File: src/rtl/button_edge_conditioner.sv
// Per-channel synchroniser, debounce, mode-selectable edge strobe and optional hold-to-repeat.
// level/pulse update SYNC_STAGES+DB_CYCLES-1 edges after a clean input change; no backpressure.
module button_edge_conditioner #(
  parameter int N_CH          = 4,
  parameter int SYNC_STAGES   = 2,
  parameter int DB_CYCLES     = 16,
  parameter int REPEAT_DELAY  = 0,
  parameter int REPEAT_PERIOD = 8
) (
  input  logic            clk,
  input  logic            rst,
  input  logic [N_CH-1:0] sig,
  input  logic [1:0]      edge_mode,
  output logic [N_CH-1:0] level,
  output logic [N_CH-1:0] pulse,
  output logic            any_pulse
);

  localparam int            CW       = $clog2(DB_CYCLES + 1);
  localparam logic [CW-1:0] CNT_LAST = CW'(DB_CYCLES - 1);

  logic [N_CH-1:0] pulse_nxt;

  for (genvar c = 0; c < N_CH; c++) begin : g_ch
    logic [SYNC_STAGES-1:0] sff;
    logic [CW-1:0]          cnt;
    logic [CW-1:0]          cnt_nxt;
    logic                   lvl;
    logic                   lvl_nxt;
    logic                   sync;
    logic                   flip;
    logic                   rise;
    logic                   fall;
    logic                   rpt_hit;

    assign sync     = sff[SYNC_STAGES-1];
    assign level[c] = lvl;

    always_comb begin
      cnt_nxt = '0;
      lvl_nxt = lvl;
      flip    = 1'b0;
      if (sync != lvl) begin
        if (cnt == CNT_LAST) begin
          flip    = 1'b1;
          lvl_nxt = sync;
        end else begin
          cnt_nxt = cnt + CW'(1);
        end
      end
    end

    assign rise = flip & lvl_nxt;
    assign fall = flip & ~lvl_nxt;

    if (REPEAT_DELAY > 0) begin : g_rpt
      localparam int            RW         = $clog2(REPEAT_DELAY + 1);
      localparam logic [RW-1:0] RPT_FIRE   = RW'(REPEAT_DELAY);
      localparam logic [RW-1:0] RPT_RELOAD =
        RW'((REPEAT_DELAY > REPEAT_PERIOD) ? (REPEAT_DELAY - REPEAT_PERIOD) : 0);

      logic [RW-1:0] rpt;
      logic [RW-1:0] rpt_inc;
      logic [RW-1:0] rpt_nxt;

      // rpt never exceeds REPEAT_DELAY-1 between hits, so rpt_inc cannot wrap
      always_comb begin
        rpt_inc = rpt + RW'(1);
        rpt_nxt = '0;
        rpt_hit = 1'b0;
        if (lvl && !flip) begin
          if (rpt_inc == RPT_FIRE) begin
            rpt_hit = 1'b1;
            rpt_nxt = RPT_RELOAD;
          end else begin
            rpt_nxt = rpt_inc;
          end
        end
      end

      always_ff @(posedge clk) begin
        if (rst) rpt <= '0;
        else     rpt <= rpt_nxt;
      end
    end else begin : g_norpt
      assign rpt_hit = 1'b0;
    end

    assign pulse_nxt[c] = (edge_mode == 2'b00) ? (rise | rpt_hit) :
                          (edge_mode == 2'b01) ? fall :
                          (edge_mode == 2'b10) ? (flip | rpt_hit) : 1'b0;

    always_ff @(posedge clk) begin
      if (rst) begin
        sff <= '0;
        cnt <= '0;
        lvl <= 1'b0;
      end else begin
        sff <= {sff[SYNC_STAGES-2:0], sig[c]};
        cnt <= cnt_nxt;
        lvl <= lvl_nxt;
      end
    end
  end

  always_ff @(posedge clk) begin
    if (rst) begin
      pulse     <= '0;
      any_pulse <= 1'b0;
    end else begin
      pulse     <= pulse_nxt;
      any_pulse <= |pulse_nxt;
    end
  end

endmodule

File: config.mk
export PLATFORM = sky130hd
export DESIGN_NAME = button_edge_conditioner
export DESIGN_NICKNAME = d
export VERILOG_FILES = /design/src/rtl/button_edge_conditioner.sv
export SDC_FILE = /design/constraint.sdc
export NUM_CORES = 1
export LEC_CHECK = 0
export ABC_AREA = 1
export BUFFER_PORTS_ARGS = -buffer_cell sky130_fd_sc_hd__buf_2
export CORE_MARGIN = 5
export CORE_UTILIZATION = 50
export DETAILED_ROUTE_END_ITERATION = 6
export PLACE_DENSITY_LB_ADDON = 0.25
export SYNTH_ARGS = -nofsm -noshare
export SYNTH_HDL_FRONTEND = slang
export SYNTH_SLANG_ARGS = --single-unit
export TNS_END_PERCENT = 10
File: constraint.sdc
create_clock -name clk -period 1.8 [get_ports clk]
set_input_delay 0.54 -clock clk [delete_from_list [all_inputs] [get_ports clk]]
set_output_delay 0.54 -clock clk [all_outputs]
set_load 0.01 [all_outputs]
==> results of run 1 <==
[final timing paths]
path,cells past startpoint,to,slack [ps],start
max reg2reg,12,any_pulse,200,g_ch[0].cnt[0]
min reg2reg,2,g_ch[0].sff[1],410,g_ch[0].sff[0]
max,12,any_pulse,200,g_ch[0].cnt[0]
min,2,g_ch[0].sff[1],410,g_ch[0].sff[0]
[logic make-up after synthesis]
group,count (synthesis),share of synthesized area
buffers and inverters,41,0.117
AOI/OAI and AO/OA,13,0.0593
and+or+nand+nor,92,0.271
adders and majority gates,8,0.0658
DFF,37,0.487
[Yosys cell counts, drive strengths merged]
library cell,count
clkinv,1
o21ai,1
o21bai,1
o211ai,3
clkbuf,1
buf,5
a21oi,8
nand2,34
inv,34
dfxtp,37
nand3,13
ha,8
nor3b,4
nand4,3
nor2,38
[per-layer routing]
layer,track usage,vias up,part of all wire
li1,-,626,-
met1,0.146,526,0.45
met2,0.245,23,0.49
met3,0.0342,5,0.048
met4,0.0881,0,0.019
met5,0,-,0
[sequential cells by signal, indices dropped and copies added, names as in the netlist]
name	flops
g_ch.cnt	20
g_ch.lvl	4
pulse	4
any_pulse	1
g_ch.sff	8
[layout by cell type, fill, tap and decap left out]
| master | Yosys | routed |
|---|---|---|
| sky130_fd_sc_hd__dfxtp_1 | 37 | 36 |
| sky130_fd_sc_hd__buf_2 | 0 | 16 |
| sky130_fd_sc_hd__ha_1 | 8 | 8 |
| sky130_fd_sc_hd__inv_2 | 1 | 1 |
| sky130_fd_sc_hd__buf_4 | 4 | 1 |
| sky130_fd_sc_hd__clkbuf_4 | 0 | 5 |
| sky130_fd_sc_hd__clkbuf_1 | 1 | 3 |
| sky130_fd_sc_hd__nand3_1 | 11 | 11 |
| sky130_fd_sc_hd__nand2_2 | 1 | 1 |
| sky130_fd_sc_hd__nand4_1 | 3 | 3 |
| sky130_fd_sc_hd__o21ai_0 | 1 | 1 |
| sky130_fd_sc_hd__o211ai_2 | 3 | 3 |
| sky130_fd_sc_hd__inv_1 | 33 | 33 |
| sky130_fd_sc_hd__nor2_4 | 2 | 2 |
| sky130_fd_sc_hd__nor2_1 | 36 | 36 |
| sky130_fd_sc_hd__a21oi_1 | 8 | 8 |
| sky130_fd_sc_hd__nor3b_1 | 4 | 4 |
| sky130_fd_sc_hd__nand3_2 | 2 | 2 |
| sky130_fd_sc_hd__clkinv_2 | 1 | 1 |
| sky130_fd_sc_hd__o21bai_1 | 1 | 1 |
| sky130_fd_sc_hd__nand2_1 | 33 | 33 |
| sky130_fd_sc_hd__dfxtp_2 | 0 | 1 |
[power by group through the flow]
stage               clock [mW]  sequential (mW)  combinational (mW)
detailed placement           0            0.856              0.0523
floorplan                    0            0.854              0.0361
global route             0.455            0.838              0.0605
finish                   0.395            0.837              0.0519
global placement             0            0.855              0.0499
CTS                      0.419            0.837              0.0525
[layout make-up]
cell class | instances | share of cell area
multi-input cells | 113 | 0.364
clock buffers | 8 | 0.0295
repair buffers | 17 | 0.0529
flip-flops and latches | 37 | 0.449
well taps | 33 | 0.0250
inverters | 35 | 0.0802
[worst max-delay path: stages, from the launching register on]
cell and delay, ps:
sky130_fd_sc_hd__dfxtp_2 350, sky130_fd_sc_hd__ha_1 210, sky130_fd_sc_hd__nand2_1 90, sky130_fd_sc_hd__nor2_1 50, sky130_fd_sc_hd__ha_1 210, sky130_fd_sc_hd__inv_1 100, sky130_fd_sc_hd__nand2_1 80, sky130_fd_sc_hd__nand3_1 70
sky130_fd_sc_hd__nand2_1 60, sky130_fd_sc_hd__nand3_1 100, sky130_fd_sc_hd__nand2_1 60, sky130_fd_sc_hd__nor2_1 80, sky130_fd_sc_hd__nor2_1 50
==> impl_metrics.tcl, run 1 <==
set metrics [dict create \
    antenna_cells_inserted 0 \
    num_io_pins 17 \
    vias 1180 \
    cts_max_level 2 \
    fp.dieW_microns 65.1 \
    cts_tree "yes" \
    overflow 0 \
    seq_power_share 0.652 \
    transition_time_at_the_pin_with_the_least_slew_margin_ps 267 \
    max-vdd-ir-drop_mv 0.642 \
    post_route_cells_drive_above_1_share 0.157 \
    via_count_of_the_first_global_routing_pass 1205 \
    min_period_ps 1600 \
    layout.nets 225 \
    critical_path.startpoint_type "flip-flop" \
    internal_power_mw 1.00 \
    fmax_mhz 627 \
    synth_top_area_cell "sky130_fd_sc_hd__dfxtp_1" \
    grt_setup_unrepaired "no" \
    flow.area_growth_from_synthesis_pct 8.81 \
    drtAntennaViolNets 0 \
    post_cts_resized 0 \
    cellPowerDensity_nw_per_um2 776 \
    floorplan.rows 20 \
    max-cap-violations 0 \
    final.fill_count 278 \
    starting_density_of_the_core 0.511 \
    buffer_depth_of_the_longest_clock_path 2 \
    route.final.wire_length_microns 2550 \
    sw_frac_of_total 0.218 \
    yosysSeqAreaShare 0.487 \
    grt_first_pass_wirelength_microns 4530 \
    critical_path.max_fanout 4 \
    core-area_sq_um 2980 \
    antenna_found_initial 0 \
    critical_path.endpoint_type "flip-flop" \
    ys.warnings.count 0 \
    timing.final.ws_setup_ps 205 \
    cts.repair_timing.setup_buffer_count 0 \
    path_clk_slew_ps 100 \
    status "finished, final reports clean" \
    dp_cells 235 \
    multi_input_comb_area_sq_um 602 \
    timing.final.hold_violations 0 \
    clk_latency_ps 320 \
    cp_data_required_time_ps 2020 \
    firstDrtPassIters 4 \
    seq_area_sq_um 742 \
    combined_area_of_all_synthesized_cells_sq_um 1520 \
    wl_per_cell_microns 10.5 \
    post-dp-hpwl_microns 2010 \
    net-switching-power_mw 0.279 \
    slew_margin_rel 0.821 \
    post_drt_via_cell_ratio 4.86 \
    static-leakage-power_nw 0.724 \
    synth-seq-cells 37 \
    setup.worst_path.class "flip-flop to flip-flop" \
    worst_clock_skew_ps 5.66 \
    total_power_mw 1.28 \
    synth.top_cell.area_share 0.487 \
    clockRootBuffer "sky130_fd_sc_hd__clkbuf_4" \
    mean_area_per_synthesized_cell_sq_um 7.96 \
    timing.final.max_slew_violations 0 \
    critPathArrivalTime_ps 1820 \
    fin_setup_tns_ps 0 \
    final_cell_area_sq_um 1650 \
    holdWs_ps 409 \
    global_route.usage.total 0.138 \
    postSynthCellCount 191 \
    port-buffer-count 16 \
    post_dp_cell_area_sq_um 1600 \
    grt_max_degree 18 \
    combinational_group_share_of_total_power 0.040 \
    first_iter_violations 46 \
    clock_power_share 0.308 \
    finalCoreUtilization 0.555 \
    hp-class "flip-flop to flip-flop" \
    chipHeight_microns 65.1 \
    final_min_period_over_clock_period 0.886 \
    place.gp.congestion 0.727 \
    syn-num-nets 207 \
    finalNonFillerCells 243 \
    setup_viol 0 \
    yosys-top-cells-area "sky130_fd_sc_hd__dfxtp_1 (49%), sky130_fd_sc_hd__nor2_1 (8.9%), sky130_fd_sc_hd__inv_1 (8.1%)" \
    clock_sink_total 37 \
    die-area_sq_um 4240 \
    cts_made_buffers 5 \
    dp_worst_setup_slack_ps 198 \
    netlist-cell-type-count 20 \
    cts-hold-fix-buffers 0 \
    route.detailed.drc 0 \
]
Power figures use the tool's default switching activity.
==> inputs of run 2 (changes only) <==
--- a/config.mk
+++ b/config.mk
@@ -7,6 +7,7 @@
 export LEC_CHECK = 0
 export ABC_AREA = 1
 export BUFFER_PORTS_ARGS = -buffer_cell sky130_fd_sc_hd__buf_2
+export CORE_ASPECT_RATIO = 1.5
 export CORE_MARGIN = 5
 export CORE_UTILIZATION = 50
 export DETAILED_ROUTE_END_ITERATION = 6
==> impl_metrics.tcl, run 2 (same netlist as run 1, synthesis figures left out) <==
set metrics [dict create \
    cellPowerDensity_nw_per_um2 881 \
    firstDrtPassIters 4 \
    leading_cell_types_in_the_layout_fill_and_taps_excluded "sky130_fd_sc_hd__dfxtp_1 (37), sky130_fd_sc_hd__nor2_1 (36), sky130_fd_sc_hd__inv_1 (33), sky130_fd_sc_hd__nand2_1 (33), sky130_fd_sc_hd__buf_2 (16)" \
    path_cells "ha_1, nand2_1, nor2_1, ha_1, inv_1, nand2_1, nand3_1, nand2_1, nand3_1, nand2_1, nor2_1, nor2_1" \
    path_clk_slew_ps 70 \
    starting_density_of_the_core 0.522 \
    flow.area_growth_from_synthesis_pct 12.7 \
    post_cts_resized 0 \
    layout.nets 225 \
    port-buffer-count 16 \
    post_drt_via_cell_ratio 4.71 \
    setup.worst_path.class "flip-flop to flip-flop" \
    critPathBufInv 1 \
    clock_sink_total 37 \
    post_route_cells_drive_above_1_share 0.167 \
    crit_path_top_delay_cell "sky130_fd_sc_hd__dfxtp_1" \
    route.final.wire_length_microns 2720 \
    die-area_sq_um 4270 \
    via_count_of_the_first_global_routing_pass 1225 \
    critical_path.endpoint_type "flip-flop" \
    final.fill_count 280 \
    worst_path_dominant_cell_family "simple AND/OR/NAND/NOR gates" \
    antenna_found_initial 0 \
    dp_worst_setup_slack_ps 183 \
    clk_latency_ps 280 \
    clockRootBuffer "sky130_fd_sc_hd__clkbuf_8" \
    status "finished, final reports clean" \
    register_ranked_first_by_flip_flop_count "g_ch.cnt" \
    critical_path.startpoint_type "flip-flop" \
    slew_margin_rel 0.831 \
    grt_setup_unrepaired "no" \
    place.gp.congestion 0.789 \
    critical_path.max_fanout 4 \
    total_power_mw 1.51 \
    transition_time_at_the_pin_with_the_least_slew_margin_ps 253 \
    max-cap-violations 0 \
    critPathArrivalTime_ps 1850 \
    floorplan.rows 24 \
    max-vdd-ir-drop_mv 0.816 \
    cp_data_required_time_ps 2030 \
    wl_per_cell_microns 10.9 \
    fp.dieW_microns 55.0 \
    route.detailed.drc 0 \
    finalCoreUtilization 0.588 \
    setup_viol 0 \
    min_period_ps 1620 \
    cp_slowest_stage_delay_ps 380 \
    num_io_pins 17 \
    first_iter_violations 21 \
    antenna_cells_inserted 0 \
    worst_path_most_repeated_cell "sky130_fd_sc_hd__nand2_1" \
    fmax_mhz 616 \
    buffer_depth_of_the_longest_clock_path 2 \
    timing.final.max_slew_violations 0 \
    drtAntennaViolNets 0 \
    chipHeight_microns 77.5 \
    cts-hold-fix-buffers 0 \
    overflow 0 \
    cts.repair_timing.setup_buffer_count 0 \
    core-area_sq_um 2910 \
    grt_max_degree 18 \
    timing.final.hold_violations 0 \
    timing.final.ws_setup_ps 178 \
    worst_clock_skew_ps 4.95 \
    cts_made_buffers 5 \
    cts_tree "yes" \
    grt_first_pass_wirelength_microns 4720 \
    global_route.usage.total 0.152 \
    final_min_period_over_clock_period 0.901 \
    fin_setup_tns_ps 0 \
    hp-class "flip-flop to flip-flop" \
    final_common_cell "sky130_fd_sc_hd__dfxtp_1" \
    largest_registers "g_ch.cnt: 20 flops, g_ch.sff: 8 flops" \
    vias 1173 \
    max_reg_flops 20 \
    static-leakage-power_nw 0.752 \
    post-dp-hpwl_microns 2120 \
    cts_max_level 2 \
]
-- run 2: cell count changes in the layout (fill, tap and decap cells not counted) --
cell and delta:
sky130_fd_sc_hd__dfxtp_2 -1, sky130_fd_sc_hd__clkbuf_4 -5, sky130_fd_sc_hd__clkbuf_1 -3, sky130_fd_sc_hd__clkbuf_8 +7, sky130_fd_sc_hd__clkinv_2 +1, sky130_fd_sc_hd__dfxtp_1 +1
-- run 2: tightest hold or removal path, stage by stage (launching register included) --
cell and delay [ps]:
sky130_fd_sc_hd__dfxtp_1 300, sky130_fd_sc_hd__inv_1 40, sky130_fd_sc_hd__nor2_1 30
-- run 2: cell type report --
class | instances | area (sq um) | share of cell area
flip-flops and latches | 37 | 741 | 0.432
multi-input cells | 113 | 602 | 0.351
inverters | 35 | 133 | 0.0774
clock buffers | 7 | 96.3 | 0.0562
repair buffers | 17 | 87.6 | 0.0511
well taps | 39 | 48.8 | 0.0285
clock inverters | 1 | 5.00 | 0.00292
-- run 2: per-layer routing --
metal	up-vias	part of all wire	wire [microns]	global-route usage
met3	5	0.037	102	0.0517
met4	0	0.020	55	0.0827
li1	623	-	-	-
met1	531	0.39	1060	0.138
met5	-	0	0	0
met2	14	0.55	1510	0.276
-- run 2: final timing paths --
path | slack, ps | from | to | cells after the start
max | 180 | g_ch[0].cnt[0] | any_pulse | 12
max reg2reg | 180 | g_ch[0].cnt[0] | any_pulse | 12
min | 400 | g_ch[0].sff[0] | g_ch[0].sff[1] | 2
min reg2reg | 400 | g_ch[0].sff[0] | g_ch[0].sff[1] | 2
-- run 2: metrics by stage --
stage | area (sq um) | instances | hold WS [ps]
6_report | 1710 | 249 | 401
3_5_place_dp | 1610 | 241 | 395
2_1_floorplan | 1520 | 191 | 388
4_1_cts | 1710 | 249 | 404
5_1_grt | 1710 | 249 | 425
3_3_place_gp | 1610 | 241 | 391
-- run 2: report_power, final --
part	internal, mW	switching (mW)	leakage [nW]
combinational	0.0195	0.0321	0.398
sequential	0.829	0.00711	0.300
clock	0.346	0.276	0.0542
total	1.19	0.315	0.752
